<file path="config.mk">
export PLATFORM = sky130hd
export DESIGN_NAME = tdm_demux_4ch_flat
export DESIGN_NICKNAME = d
export VERILOG_FILES = /design/src/rtl/tdm_demux_4ch_if.sv /design/src/rtl/tdm_demux_4ch.sv /design/src/flat_wrapper.sv
export SDC_FILE = /design/constraint.sdc
export NUM_CORES = 1
export LEC_CHECK = 0
export CAP_MARGIN = 20
export CORE_ASPECT_RATIO = 1.4
export CORE_MARGIN = 8
export CORE_UTILIZATION = 45
export DETAILED_ROUTE_END_ITERATION = 12
export PLACE_DENSITY = 0.81
export SYNTH_ARGS = -nofsm -noshare
export SYNTH_HDL_FRONTEND = slang
export SYNTH_SLANG_ARGS = --single-unit
</file>
<file path="constraint.sdc">
create_clock -name clk -period 2.2 [get_ports clk]
set_input_delay 0.44 -clock clk [delete_from_list [all_inputs] [get_ports clk]]
set_output_delay 0.44 -clock clk [all_outputs]
set_load 0.02 [all_outputs]
</file>
<file path="src/rtl/tdm_demux_4ch_if.sv">
// Bundle of serial-side inputs and demultiplexed outputs for tdm_demux_4ch.
// The master drives the serial line; the slave is the demultiplexer.
interface tdm_demux_4ch_if #(
  parameter int unsigned DATA_W = 8
);
  logic              din;
  logic              din_valid;
  logic              sync;
  logic              o0;
  logic              o1;
  logic              o2;
  logic              o3;
  logic [DATA_W-1:0] y0;
  logic [DATA_W-1:0] y1;
  logic [DATA_W-1:0] y2;
  logic [DATA_W-1:0] y3;
  logic              out_valid;
  logic              sync_err;
  logic              locked;

  modport master (
    output din, din_valid, sync,
    input  o0, o1, o2, o3, y0, y1, y2, y3, out_valid, sync_err, locked
  );

  modport slave (
    input  din, din_valid, sync,
    output o0, o1, o2, o3, y0, y1, y2, y3, out_valid, sync_err, locked
  );
endinterface

</file>
<file path="src/rtl/tdm_demux_4ch.sv">
// Four-channel TDM demultiplexer: aligns to frame sync, routes each valid bit
// to its slot and assembles MSB-first DATA_W-bit words per channel.
module tdm_demux_4ch #(
  parameter int unsigned DATA_W = 8
) (
  input logic            clk,
  input logic            rst,
  tdm_demux_4ch_if.slave bus
);
  localparam int unsigned FrameW = (DATA_W > 2) ? $clog2(DATA_W) : 1;
  localparam logic [FrameW-1:0] LastFrame = FrameW'(DATA_W - 1);

  typedef enum logic [0:0] {StHunt, StLock} state_e;

  state_e            r_state_q,     w_state_d;
  logic [1:0]        r_slot_cnt_q,  w_slot_cnt_d;
  logic [FrameW-1:0] r_frame_cnt_q, w_frame_cnt_d;
  logic [DATA_W-1:0] r_sh_q [4];
  logic [DATA_W-1:0] w_sh_d [4];
  logic [DATA_W-1:0] r_y_q  [4];
  logic [DATA_W-1:0] w_y_d  [4];
  logic [3:0]        r_o_q,         w_o_d;
  logic              r_out_valid_q, w_out_valid_d;
  logic              r_sync_err_q,  w_sync_err_d;
  logic              w_realign;
  logic              w_shift;

  always_comb begin
    w_state_d     = r_state_q;
    w_slot_cnt_d  = r_slot_cnt_q;
    w_frame_cnt_d = r_frame_cnt_q;
    w_sh_d        = r_sh_q;
    w_y_d         = r_y_q;
    w_o_d         = r_o_q;
    w_out_valid_d = 1'b0;
    w_sync_err_d  = 1'b0;
    w_realign     = 1'b0;
    w_shift       = 1'b0;

    unique case (r_state_q)
      StHunt: begin
        if (bus.din_valid && bus.sync) w_realign = 1'b1;
      end
      StLock: begin
        if (bus.din_valid) begin
          // A sync landing at slot 0 is simply a normal bit on a frame boundary.
          if (bus.sync && (r_slot_cnt_q != 2'd0)) begin
            w_realign    = 1'b1;
            w_sync_err_d = 1'b1;
          end else begin
            w_shift = 1'b1;
          end
        end
      end
      default: w_state_d = StHunt;
    endcase

    if (w_realign) begin
      for (int k = 0; k < 4; k++) w_sh_d[k] = '0;
      w_sh_d[0]     = DATA_W'(bus.din);
      w_o_d[0]      = bus.din;
      w_slot_cnt_d  = 2'd1;
      w_frame_cnt_d = '0;
      w_state_d     = StLock;
    end

    if (w_shift) begin
      for (int k = 0; k < 4; k++) begin
        if (r_slot_cnt_q == 2'(k)) begin
          w_sh_d[k] = {r_sh_q[k][DATA_W-2:0], bus.din};
          w_o_d[k]  = bus.din;
        end
      end
      w_slot_cnt_d = r_slot_cnt_q + 2'd1;
      if (r_slot_cnt_q == 2'd3) begin
        if (r_frame_cnt_q == LastFrame) begin
          // Final bit of slot 3 is already merged into w_sh_d[3] above.
          w_y_d         = w_sh_d;
          w_out_valid_d = 1'b1;
          w_frame_cnt_d = '0;
        end else begin
          w_frame_cnt_d = r_frame_cnt_q + FrameW'(1);
        end
      end
    end
  end

  always_ff @(posedge clk or posedge rst) begin
    if (rst) begin
      r_state_q     <= StHunt;
      r_slot_cnt_q  <= '0;
      r_frame_cnt_q <= '0;
      r_sh_q        <= '{default: '0};
      r_y_q         <= '{default: '0};
      r_o_q         <= '0;
      r_out_valid_q <= 1'b0;
      r_sync_err_q  <= 1'b0;
    end else begin
      r_state_q     <= w_state_d;
      r_slot_cnt_q  <= w_slot_cnt_d;
      r_frame_cnt_q <= w_frame_cnt_d;
      r_sh_q        <= w_sh_d;
      r_y_q         <= w_y_d;
      r_o_q         <= w_o_d;
      r_out_valid_q <= w_out_valid_d;
      r_sync_err_q  <= w_sync_err_d;
    end
  end

  assign bus.o0        = r_o_q[0];
  assign bus.o1        = r_o_q[1];
  assign bus.o2        = r_o_q[2];
  assign bus.o3        = r_o_q[3];
  assign bus.y0        = r_y_q[0];
  assign bus.y1        = r_y_q[1];
  assign bus.y2        = r_y_q[2];
  assign bus.y3        = r_y_q[3];
  assign bus.out_valid = r_out_valid_q;
  assign bus.sync_err  = r_sync_err_q;
  assign bus.locked    = (r_state_q == StLock);
endmodule

</file>
<file path="src/flat_wrapper.sv">
// flat-port wrapper written by rule: the top's interface ports become plain ports
module tdm_demux_4ch_flat 
#(
  parameter int unsigned DATA_W = 8
)
  (clk, rst, bus_din, bus_din_valid, bus_sync, bus_o0, bus_o1, bus_o2, bus_o3, bus_y0, bus_y1, bus_y2, bus_y3, bus_out_valid, bus_sync_err, bus_locked);
  tdm_demux_4ch_if #(.DATA_W(DATA_W)) bus_i ();
  input logic clk;
  input logic rst;
  input wire logic [$bits(bus_i.din)-1:0] bus_din;
  input wire logic [$bits(bus_i.din_valid)-1:0] bus_din_valid;
  input wire logic [$bits(bus_i.sync)-1:0] bus_sync;
  output wire logic [$bits(bus_i.o0)-1:0] bus_o0;
  output wire logic [$bits(bus_i.o1)-1:0] bus_o1;
  output wire logic [$bits(bus_i.o2)-1:0] bus_o2;
  output wire logic [$bits(bus_i.o3)-1:0] bus_o3;
  output wire logic [$bits(bus_i.y0)-1:0] bus_y0;
  output wire logic [$bits(bus_i.y1)-1:0] bus_y1;
  output wire logic [$bits(bus_i.y2)-1:0] bus_y2;
  output wire logic [$bits(bus_i.y3)-1:0] bus_y3;
  output wire logic [$bits(bus_i.out_valid)-1:0] bus_out_valid;
  output wire logic [$bits(bus_i.sync_err)-1:0] bus_sync_err;
  output wire logic [$bits(bus_i.locked)-1:0] bus_locked;
  assign bus_i.din = bus_din;
  assign bus_i.din_valid = bus_din_valid;
  assign bus_i.sync = bus_sync;
  assign bus_o0 = bus_i.o0;
  assign bus_o1 = bus_i.o1;
  assign bus_o2 = bus_i.o2;
  assign bus_o3 = bus_i.o3;
  assign bus_y0 = bus_i.y0;
  assign bus_y1 = bus_i.y1;
  assign bus_y2 = bus_i.y2;
  assign bus_y3 = bus_i.y3;
  assign bus_out_valid = bus_i.out_valid;
  assign bus_sync_err = bus_i.sync_err;
  assign bus_locked = bus_i.locked;
  tdm_demux_4ch #(.DATA_W(DATA_W)) u_core (.clk(clk), .rst(rst), .bus(bus_i));
endmodule
</file>
==> impl_metrics.json, run 1 <==
{
  "grt-ovfl-total": 0,
  "final_hold_viol_count": 0,
  "post-route-period-util_pct": 90.1,
  "synthTopCellsByArea": "dfrtp_1 52%, o21ai_0 9.0%, mux2_2 5.6%",
  "initial_core_util_pct": 46.6,
  "avgSynthCellArea_um2": 10.6,
  "synth_edf_count": 0,
  "slew_violations": 0,
  "powerDensity_nw_per_um2": 901,
  "clock-root-buffer": "clkbuf_8",
  "post-route-util_pct": 56.0,
  "tightest_slew_ps": 397,
  "p_int_mw": 2.52,
  "syn-num-nets": 351,
  "hpwlAfterDp_mm": 5.03,
  "setup_ws_ps": 219,
  "crit_type": "flip-flop to flip-flop",
  "die_w_um": 91.7,
  "cp_max_fo": 18,
  "synth.top_cell.area_share_pct": 52.0,
  "clkPwrFrac_pct": 27.2,
  "drt-total-wl_mm": 7.95,
  "drive_above_1_share_pct": 15.9,
  "ios": 44,
  "final-setup-viol-count": 0,
  "clock-sinks": 75,
  "rr_endpoint": "u_core.bus.y3[7]",
  "stdcell_count": 478,
  "hold_depth": 1,
  "antenna_found_initial": 0,
  "htreeDepth": 3,
  "synth_top_area_cell": "dfrtp_1",
  "core_um2": 7750,
  "grt_pass1_vias": 2858,
  "ff_latch_area_um2": 1880,
  "p_seq_share_pct": 42.9,
  "cpMaxStageDelayCell": "dfrtp_1",
  "p_total_mw": 3.91,
  "dp.cells": 462,
  "period_needed_ps": 1980,
  "post-place-ws_ps": 129,
  "grt_max_degree": 76,
  "antenna_cells": 0,
  "cts_setup_buffers": 0,
  "fin_setup_tns_ps": 0,
  "fp-row-count": 38,
  "dieHeight_um": 122,
  "finalClockSkew_ps": 13.0,
  "synthCells": 340,
  "nFillCells": 677,
  "synth.cell_area_um2": 3610,
  "whs_ps": 511,
  "num_vias": 2866,
  "place_congestion": 0.759,
  "layout_commonest_cell": "dfrtp_1",
  "cp-start-kind": "flip-flop",
  "path_clk_slew_ps": 80,
  "cp-end-kind": "flip-flop",
  "grtUsageTotal_pct": 15.2,
  "drtIter0Drc": 277,
  "power.leakage_nw": 1.86,
  "ant_nets": 0,
  "combPwrFrac_pct": 29.9,
  "cts_buffer_depth": 2,
  "maxSlewHeadroom_pct": 73.5,
  "synthArstFlopShare_pct": 100,
  "worstRegToRegCells": 7,
  "synthFlopType": "dfrtp_1",
  "layout_common_cells": "75 x dfrtp_1, 65 x o21ai_0, 43 x clkdlybuf4s50_1",
  "via_per_inst": 6.00,
  "yosys_warnings": 0,
  "power.switching_mw": 1.39,
  "area_growth_pct": 20.3,
  "arrival_ps": 2260,
  "first_pass_iters": 4,
  "crit_path_start": "u_core.r_slot_cnt_q[1]",
  "max_freq_mhz": 505,
  "maxCapViolations": 0,
  "reg2reg_from": "u_core.r_slot_cnt_q[1]",
  "max_stage_delay_ps": 400,
  "synth.ff_latch_count": 75,
  "hp-start": "u_core.bus.y3[1]",
  "die-area_um2": 11200,
  "yosysSeqAreaShare_pct": 52.0,
  "placed_area_um2": 4140,
  "critPathRequiredTime_ps": 2480,
  "cts_tree": "done",
  "swShare_pct": 35.6,
  "rsz0062_at_grt": "no",
  "hold_end": "u_core.bus.y3[1]",
  "insertion_delay_ps": 350,
  "multiInputGateArea_um2": 1500,
  "status": "finished clean",
  "crit_chain": "inv_1 -> ha_2 -> nand2b_2 -> nand4_4 -> inv_4 -> buf_4 -> mux2i_1",
  "min_path_type": "flip-flop to flip-flop",
  "final_nets": 384,
  "design_area_um2": 4340,
  "port_buffers": 43,
  "rrSetupSlack_ps": 220,
  "cts_buffers": 9,
  "grt_pass1_wl_mm": 13.8,
  "synth.distinct_cells": 39,
  "ir_drop_v": 0.000863,
  "routedWlPerCell_um": 16.6,
  "drc_errors": 0
}
## worst max path at each step
stage / end / depth (start not counted)
6_report: u_core.bus.y3[7] / 7
3_5_place_dp: u_core.bus.y3[7] / 7
4_1_cts: u_core.bus.y3[7] / 7
2_1_floorplan: u_core.r_o_q[0] / 6
5_1_grt: u_core.bus.y3[7] / 7
3_3_place_gp: u_core.bus.y3[7] / 6
## flip-flops by register name (all words and copies together) (netlist names)
signal / cells
u_core.bus.locked: 1
u_core.bus.out_valid: 1
u_core.bus.sync_err: 1
u_core.bus.y0: 8
u_core.bus.y1: 8
u_core.bus.y2: 8
u_core.bus.y3: 8
u_core.r_frame_cnt_q: 3
u_core.r_o_q: 4
u_core.r_sh_q: 31
u_core.r_slot_cnt_q: 2
## cell type report
type | count | share of cell area, %
inverter | 7 | 0.749
multi-input combinational | 220 | 34.5
sequential | 75 | 43.2
clock inverter | 6 | 1.50
timing repair buffer | 60 | 14.0
tap | 100 | 2.88
clock buffer | 10 | 3.17
## power by group through the flow
stage,Sequential [mW],Clock (mW),Combinational (mW)
floorplan,1.70,0,0.802
global route,1.70,1.15,1.29
CTS,1.68,1.10,1.16
global placement,1.69,0,1.12
detailed placement,1.70,0,1.15
finish,1.68,1.06,1.17
## critical path, delay by kind of cell, from the launching register on
family                   cells  cell delay, ps
multiplexers                 1             210
buffers and inverters        3             570
adder cells (fa/ha/maj)      1             300
flip-flops                   1             400
AND/OR/NAND/NOR              2             420
## logic make-up (layout without fill, tap and decap cells)
family | count (synthesis) | after routing | synth area share [%]
AO/OA/AOI/OAI | 122 | 122 | 21.4
AND/OR/NAND/NOR | 72 | 72 | 11.6
multiplexers | 20 | 20 | 6.31
buffers and inverters | 45 | 83 | 6.59
adder cells (fa/ha/maj) | 6 | 6 | 2.08
flip-flops | 75 | 75 | 52.0
## synthesized netlist by cell type, drive strengths merged, types with 4 or more instances
cell     n
a22o    15
a31oi   16
a41oi   16
and3     4
buf     20
clkbuf  18
dfrtp   75
ha       6
inv      7
mux2    19
nand2   19
nand4   25
nor2b   17
o21ai   68
## routing by layer
layer | track usage, % | part of all wire [%] | up-vias
li1 | - | - | 1328
met2 | 25.6 | 50 | 60
met1 | 17.5 | 43 | 1469
met3 | 4.25 | 4.8 | 9
met5 | 0 | 0 | -
met4 | 7.58 | 1.8 | 0
## repair_timing
action                                  4_1_cts  5_1_grt
gates resized for setup                       0        1
hold buffers                                  0        0
endpoints found under the setup margin        0        3
Power figures use the tool's default switching activity.
==> inputs of run 2 (changes only) <==
--- a/config.mk
+++ b/config.mk
@@ -8,9 +8,9 @@
 export CAP_MARGIN = 20
 export CORE_ASPECT_RATIO = 1.4
 export CORE_MARGIN = 8
-export CORE_UTILIZATION = 45
+export CORE_UTILIZATION = 40
 export DETAILED_ROUTE_END_ITERATION = 12
-export PLACE_DENSITY = 0.81
+export PLACE_DENSITY = 0.75
 export SYNTH_ARGS = -nofsm -noshare
 export SYNTH_HDL_FRONTEND = slang
 export SYNTH_SLANG_ARGS = --single-unit
==> run 2 against run 1 <==
Sequential share of layout area decreased by 1.5 points. Clock power increased by 58%. Combinational power about the same. Hold slack got worse by 11 ps. First-iteration DRC count decreased by 8.7%. Fmax increased by 1.0%. Critical path depth unchanged. Sequential cell count unchanged. Cell count increased by 2.3%. Die area increased by 11%. Largest power group unchanged.
==> impl_metrics.json, run 2 (synthesis gave the netlist of run 1 again) <==
{
  "status": "finished clean",
  "cts_tree": "done",
  "nFillCells": 767,
  "fp-row-count": 41,
  "setup_ws_ps": 239,
  "hpwlAfterDp_mm": 5.20,
  "cts_buffers": 9,
  "period_needed_ps": 1960,
  "cpMostUsedCell": "buf_4",
  "top_layer": "met4",
  "dp.cells": 473,
  "post-route-util_pct": 50.7,
  "ios": 44,
  "rr_endpoint": "u_core.bus.y2[0]",
  "crit_type": "flip-flop to flip-flop",
  "ant_nets": 0,
  "met1_length_mm": 3.18,
  "place_congestion": 0.779,
  "rsz0062_at_grt": "no",
  "grt-ovfl-total": 0,
  "grt_pass1_wl_mm": 13.2,
  "drt-total-wl_mm": 7.89,
  "post-route-period-util_pct": 89.1,
  "hold_buffers": 0,
  "top_register": "u_core.r_sh_q",
  "rrSetupSlack_ps": 240,
  "met2_wirelength_mm": 4.05,
  "grt_pass1_vias": 2820,
  "final_nets": 388,
  "slew_violations": 0,
  "post-place-ws_ps": 252,
  "path_clk_slew_ps": 50,
  "port_buffers": 43,
  "crit_buf_inv": 3,
  "cpMaxStageDelayCell": "dfrtp_1",
  "initial_core_util_pct": 40.7,
  "path_delay_family": "buffers and inverters",
  "largest_register_ffs": 31,
  "grtUsageTotal_pct": 13.4,
  "finalClockSkew_ps": 6.56,
  "cp-end-kind": "flip-flop",
  "die-area_um2": 12400,
  "wl_met3_um": 489,
  "worstRegToRegCells": 7,
  "grt_max_degree": 76,
  "max_stage_delay_ps": 400,
  "reg2reg_from": "u_core.r_slot_cnt_q[1]",
  "dieHeight_um": 128,
  "htreeDepth": 3,
  "cp-start-kind": "flip-flop",
  "drtIter0Drc": 253,
  "drc_errors": 0,
  "clock-root-buffer": "clkbuf_16",
  "routedWlPerCell_um": 16.1,
  "cts_buffer_depth": 2,
  "core_um2": 8870,
  "min_path_type": "flip-flop to flip-flop",
  "crit_path_start": "u_core.r_slot_cnt_q[1]",
  "cts_setup_buffers": 0,
  "cp_max_fo": 41,
  "antenna_cells": 0,
  "final_hold_viol_count": 0,
  "post_cts_resized": 0,
  "first_pass_iters": 6,
  "via_per_inst": 5.79,
  "ff_latch_area_um2": 1880,
  "die_w_um": 96.3,
  "ir_drop_v": 0.000678,
  "critPathRequiredTime_ps": 2450,
  "tightest_slew_ps": 384,
  "antenna_found_initial": 0,
  "layout_commonest_cell": "dfrtp_1",
  "endpoint": "u_core.bus.y2[0]",
  "stdcell_count": 489,
  "area_growth_pct": 24.5,
  "maxCapViolations": 0,
  "insertion_delay_ps": 330,
  "power.leakage_nw": 1.93,
  "maxSlewHeadroom_pct": 74.4,
  "num_vias": 2830,
  "clock-sinks": 75,
  "drive_above_1_share_pct": 16.0,
  "multiInputGateArea_um2": 1500,
  "final-setup-viol-count": 0,
  "max_freq_mhz": 510,
  "arrival_ps": 2210,
  "path_depth": 7,
  "powerDensity_nw_per_um2": 1000,
  "layout_common_cells": "75 x dfrtp_1, 65 x o21ai_0, 43 x clkdlybuf4s50_1",
  "crit_chain": "inv_1 -> ha_1 -> buf_4 -> and2_1 -> buf_4 -> o21ai_0 -> a31oi_1",
  "fin_setup_tns_ps": 0
}
[run 2: cell count changes in the layout (fill, tap and decap cells not counted), moves of 2 or more]
| cell | delta |
|---|---|
| buf_12 | -2 |
| buf_4 | +6 |
| bufinv_16 | +2 |
| clkbuf_1 | +2 |
| clkbuf_16 | +9 |
| clkbuf_8 | -9 |
| clkinv_2 | -2 |
| clkinv_4 | -2 |
[run 2: per-stage QoR]
step,hold slack (ps),power [mW],instance area [um2]
after detailed placement,488,2.84,4150
after floorplan,467,2.51,3610
after global routing,529,4.73,4500
after global placement,483,2.80,4150
final,499,4.50,4500
after CTS,500,4.53,4500
[run 2: worst min path at each step]
stage	slack, ps	cells past startpoint	from	endpoint
after floorplan	470	1	u_core.r_sh_q[31]	u_core.r_sh_q[31]
after global placement	480	1	u_core.r_sh_q[31]	u_core.r_sh_q[31]
after detailed placement	490	1	u_core.r_sh_q[31]	u_core.r_sh_q[31]
after CTS	500	1	u_core.r_sh_q[31]	u_core.r_sh_q[31]
after global routing	530	1	u_core.bus.y3[2]	u_core.bus.y3[2]
final	500	1	u_core.bus.y3[5]	u_core.bus.y3[5]
[run 2: area by class of cell]
type	instances	area share (%)
repair buffers	64	13.6
clock buffers	12	5.48
flip-flops and latches	75	41.7
multi-input cells	220	33.3
inverters	7	0.724
clock inverters	4	2.17
well taps	107	2.98
[run 2: where the power goes]
part           switching [mW]  internal, mW
clock network           0.529          1.14
registers               0.144          1.54
logic                   0.730         0.418
total                    1.40          3.10
[run 2: worst reg2reg max path: stages (launching register included)]
cell and delay, ps:
dfrtp_1 400, inv_1 140, ha_1 270, buf_4 190
and2_1 160, buf_4 350, o21ai_0 180, a31oi_1 180
[run 2: routing by layer]
| layer | vias up | track usage (%) |
|---|---|---|
| met4 | 0 | 7.36 |
| li1 | 1336 | - |
| met3 | 13 | 3.26 |
| met5 | - | 0 |
| met1 | 1402 | 15.6 |
| met2 | 79 | 22.0 |
==> inputs of run 3 (changes only) <==
--- a/config.mk
+++ b/config.mk
@@ -7,7 +7,6 @@
 export LEC_CHECK = 0
 export CAP_MARGIN = 20
 export CORE_ASPECT_RATIO = 1.4
-export CORE_MARGIN = 8
 export CORE_UTILIZATION = 40
 export DETAILED_ROUTE_END_ITERATION = 12
 export PLACE_DENSITY = 0.75
==> run 3 against run 2 <==
Power fell by 1.2%. Critical path depth shrank 6. Via count grew 0.14%. Global-route usage is 5.0 points higher. Clock skew barely moved. Final area barely moved. Non-clock buffer count is 2 higher. Setup slack gained 64 ps. Routed wire length fell by 0.75%. Critical endpoint is now bus_locked. Largest power group unchanged.
==> impl_metrics.json, run 3 (synthesis gave the netlist of run 1 again) <==
{
  "final-setup-viol-count": 0,
  "drtIter0Drc": 287,
  "path_depth": 1,
  "post-route-period-util_pct": 86.2,
  "grt_pass1_wl_mm": 13.3,
  "setup_ws_ps": 303,
  "final_hold_viol_count": 0,
  "grtUsageTotal_pct": 18.4,
  "worstRegToRegCells": 7,
  "cpMaxStageDelayCell": "clkdlybuf4s50_1",
  "cp_max_fo": 8,
  "routedWlPerCell_um": 16.0,
  "crit_path_start": "u_core.bus.locked",
  "largest_register_ffs": 31,
  "via_per_inst": 5.80,
  "grt-ovfl-total": 0,
  "endpoint": "bus_locked",
  "num_vias": 2834,
  "die-area_um2": 9410,
  "layout_commonest_cell": "dfrtp_1",
  "max_stage_delay_ps": 660,
  "status": "finished clean",
  "post_cts_resized": 0,
  "antenna_cells": 0,
  "hold_buffers": 0,
  "cts_tree": "done",
  "path_clk_slew_ps": 60,
  "hpwlAfterDp_mm": 5.10,
  "clock-sinks": 75,
  "first_pass_iters": 4,
  "crit_buf_inv": 1,
  "crit_chain": "clkdlybuf4s50_1",
  "critPathRequiredTime_ps": 1760,
  "drt-total-wl_mm": 7.83,
  "maxCapViolations": 0,
  "slew_violations": 0,
  "rr_endpoint": "u_core.r_sh_q[21]",
  "post-place-ws_ps": 182,
  "grt_pass1_vias": 2772,
  "path_delay_family": "buffers and inverters",
  "power.leakage_nw": 1.93,
  "place_congestion": 0.773,
  "area_growth_pct": 24.5,
  "cts_buffer_depth": 2,
  "powerDensity_nw_per_um2": 989,
  "finalClockSkew_ps": 6.94,
  "fp-row-count": 40,
  "cts_buffers": 9,
  "ir_drop_v": 0.000700,
  "initial_core_util_pct": 41.7,
  "drc_errors": 0,
  "max_freq_mhz": 527,
  "clock-root-buffer": "clkbuf_16",
  "cp-end-kind": "output pin",
  "drive_above_1_share_pct": 16.7,
  "fin_setup_tns_ps": 0,
  "tightest_slew_ps": 503,
  "final_nets": 390,
  "reg2reg_from": "u_core.r_slot_cnt_q[1]",
  "arrival_ps": 1460,
  "grt_max_degree": 42,
  "rrSetupSlack_ps": 300,
  "die_w_um": 82.3,
  "whs_ps": 491,
  "cp-start-kind": "flip-flop",
  "dieHeight_um": 114,
  "nFillCells": 738,
  "min_path_type": "input pin to async pin",
  "port_buffers": 43,
  "crit_type": "flip-flop to output pin",
  "htreeDepth": 3,
  "cts_setup_buffers": 0,
  "core_um2": 8660,
  "rsz0062_at_grt": "no",
  "layout_common_cells": "75 x dfrtp_1, 65 x o21ai_0, 43 x clkdlybuf4s50_1",
  "top_register": "u_core.r_sh_q",
  "antenna_found_initial": 0,
  "ant_nets": 0,
  "ios": 44,
  "maxSlewHeadroom_pct": 66.4,
  "period_needed_ps": 1900,
  "insertion_delay_ps": 330
}
[run 3: changes by cell type in the layout (fill, tap and decap cells not counted)]
cell and delta:
buf_4 +2, clkbuf_1 -1, clkinv_2 +1, bufinv_16 -1, clkbuf_8 +1
[run 3: worst min-delay path by stage]
stage | start | depth (start not counted) | to | slack (ps)
detailed placement | u_core.bus.y3[0] | 1 | u_core.bus.y3[0] | 490
finish | rst | 2 | u_core.r_o_q[1] | 490
global placement | u_core.r_sh_q[31] | 1 | u_core.r_sh_q[31] | 480
global route | rst | 2 | u_core.bus.locked | 520
floorplan | u_core.r_sh_q[31] | 1 | u_core.r_sh_q[31] | 470
CTS | rst | 2 | u_core.r_o_q[1] | 500
[run 3: stage by stage]
stage	instances	util [%]	cell area [um2]	power, mW
after global routing	489	51.9	4490	4.66
after global placement	473	48.1	4160	2.81
after CTS	489	51.9	4490	4.45
final	489	51.9	4490	4.44
after floorplan	340	-	3610	2.51
after detailed placement	473	48.1	4160	2.86
[run 3: area by class of cell]
type | instances | area [um2] | share of cell area [%]
Sequential cell | 75 | 1880 | 41.8
Multi-Input combinational cell | 220 | 1500 | 33.3
Timing Repair Buffer | 66 | 628 | 14.0
Clock buffer | 12 | 256 | 5.71
Tap cell | 105 | 131 | 2.92
Clock inverter | 4 | 72.6 | 1.62
Inverter | 7 | 32.5 | 0.724
[run 3: per-layer routing]
metal	share of wire, %	up-vias	track usage, %
met5	0	-	0
met4	1.7	0	6.55
met3	4.4	15	3.51
met2	50	84	29.8
met1	44	1394	24.2
li1	-	1341	-
[run 3: power breakdown]
| group | leakage, nW | total, mW | switching, mW | internal [mW] |
|---|---|---|---|---|
| Sequential | 1.02 | 1.67 | 0.133 | 1.54 |
| Combinational | 0.756 | 1.17 | 0.743 | 0.428 |
| Clock | 0.159 | 1.60 | 0.547 | 1.05 |
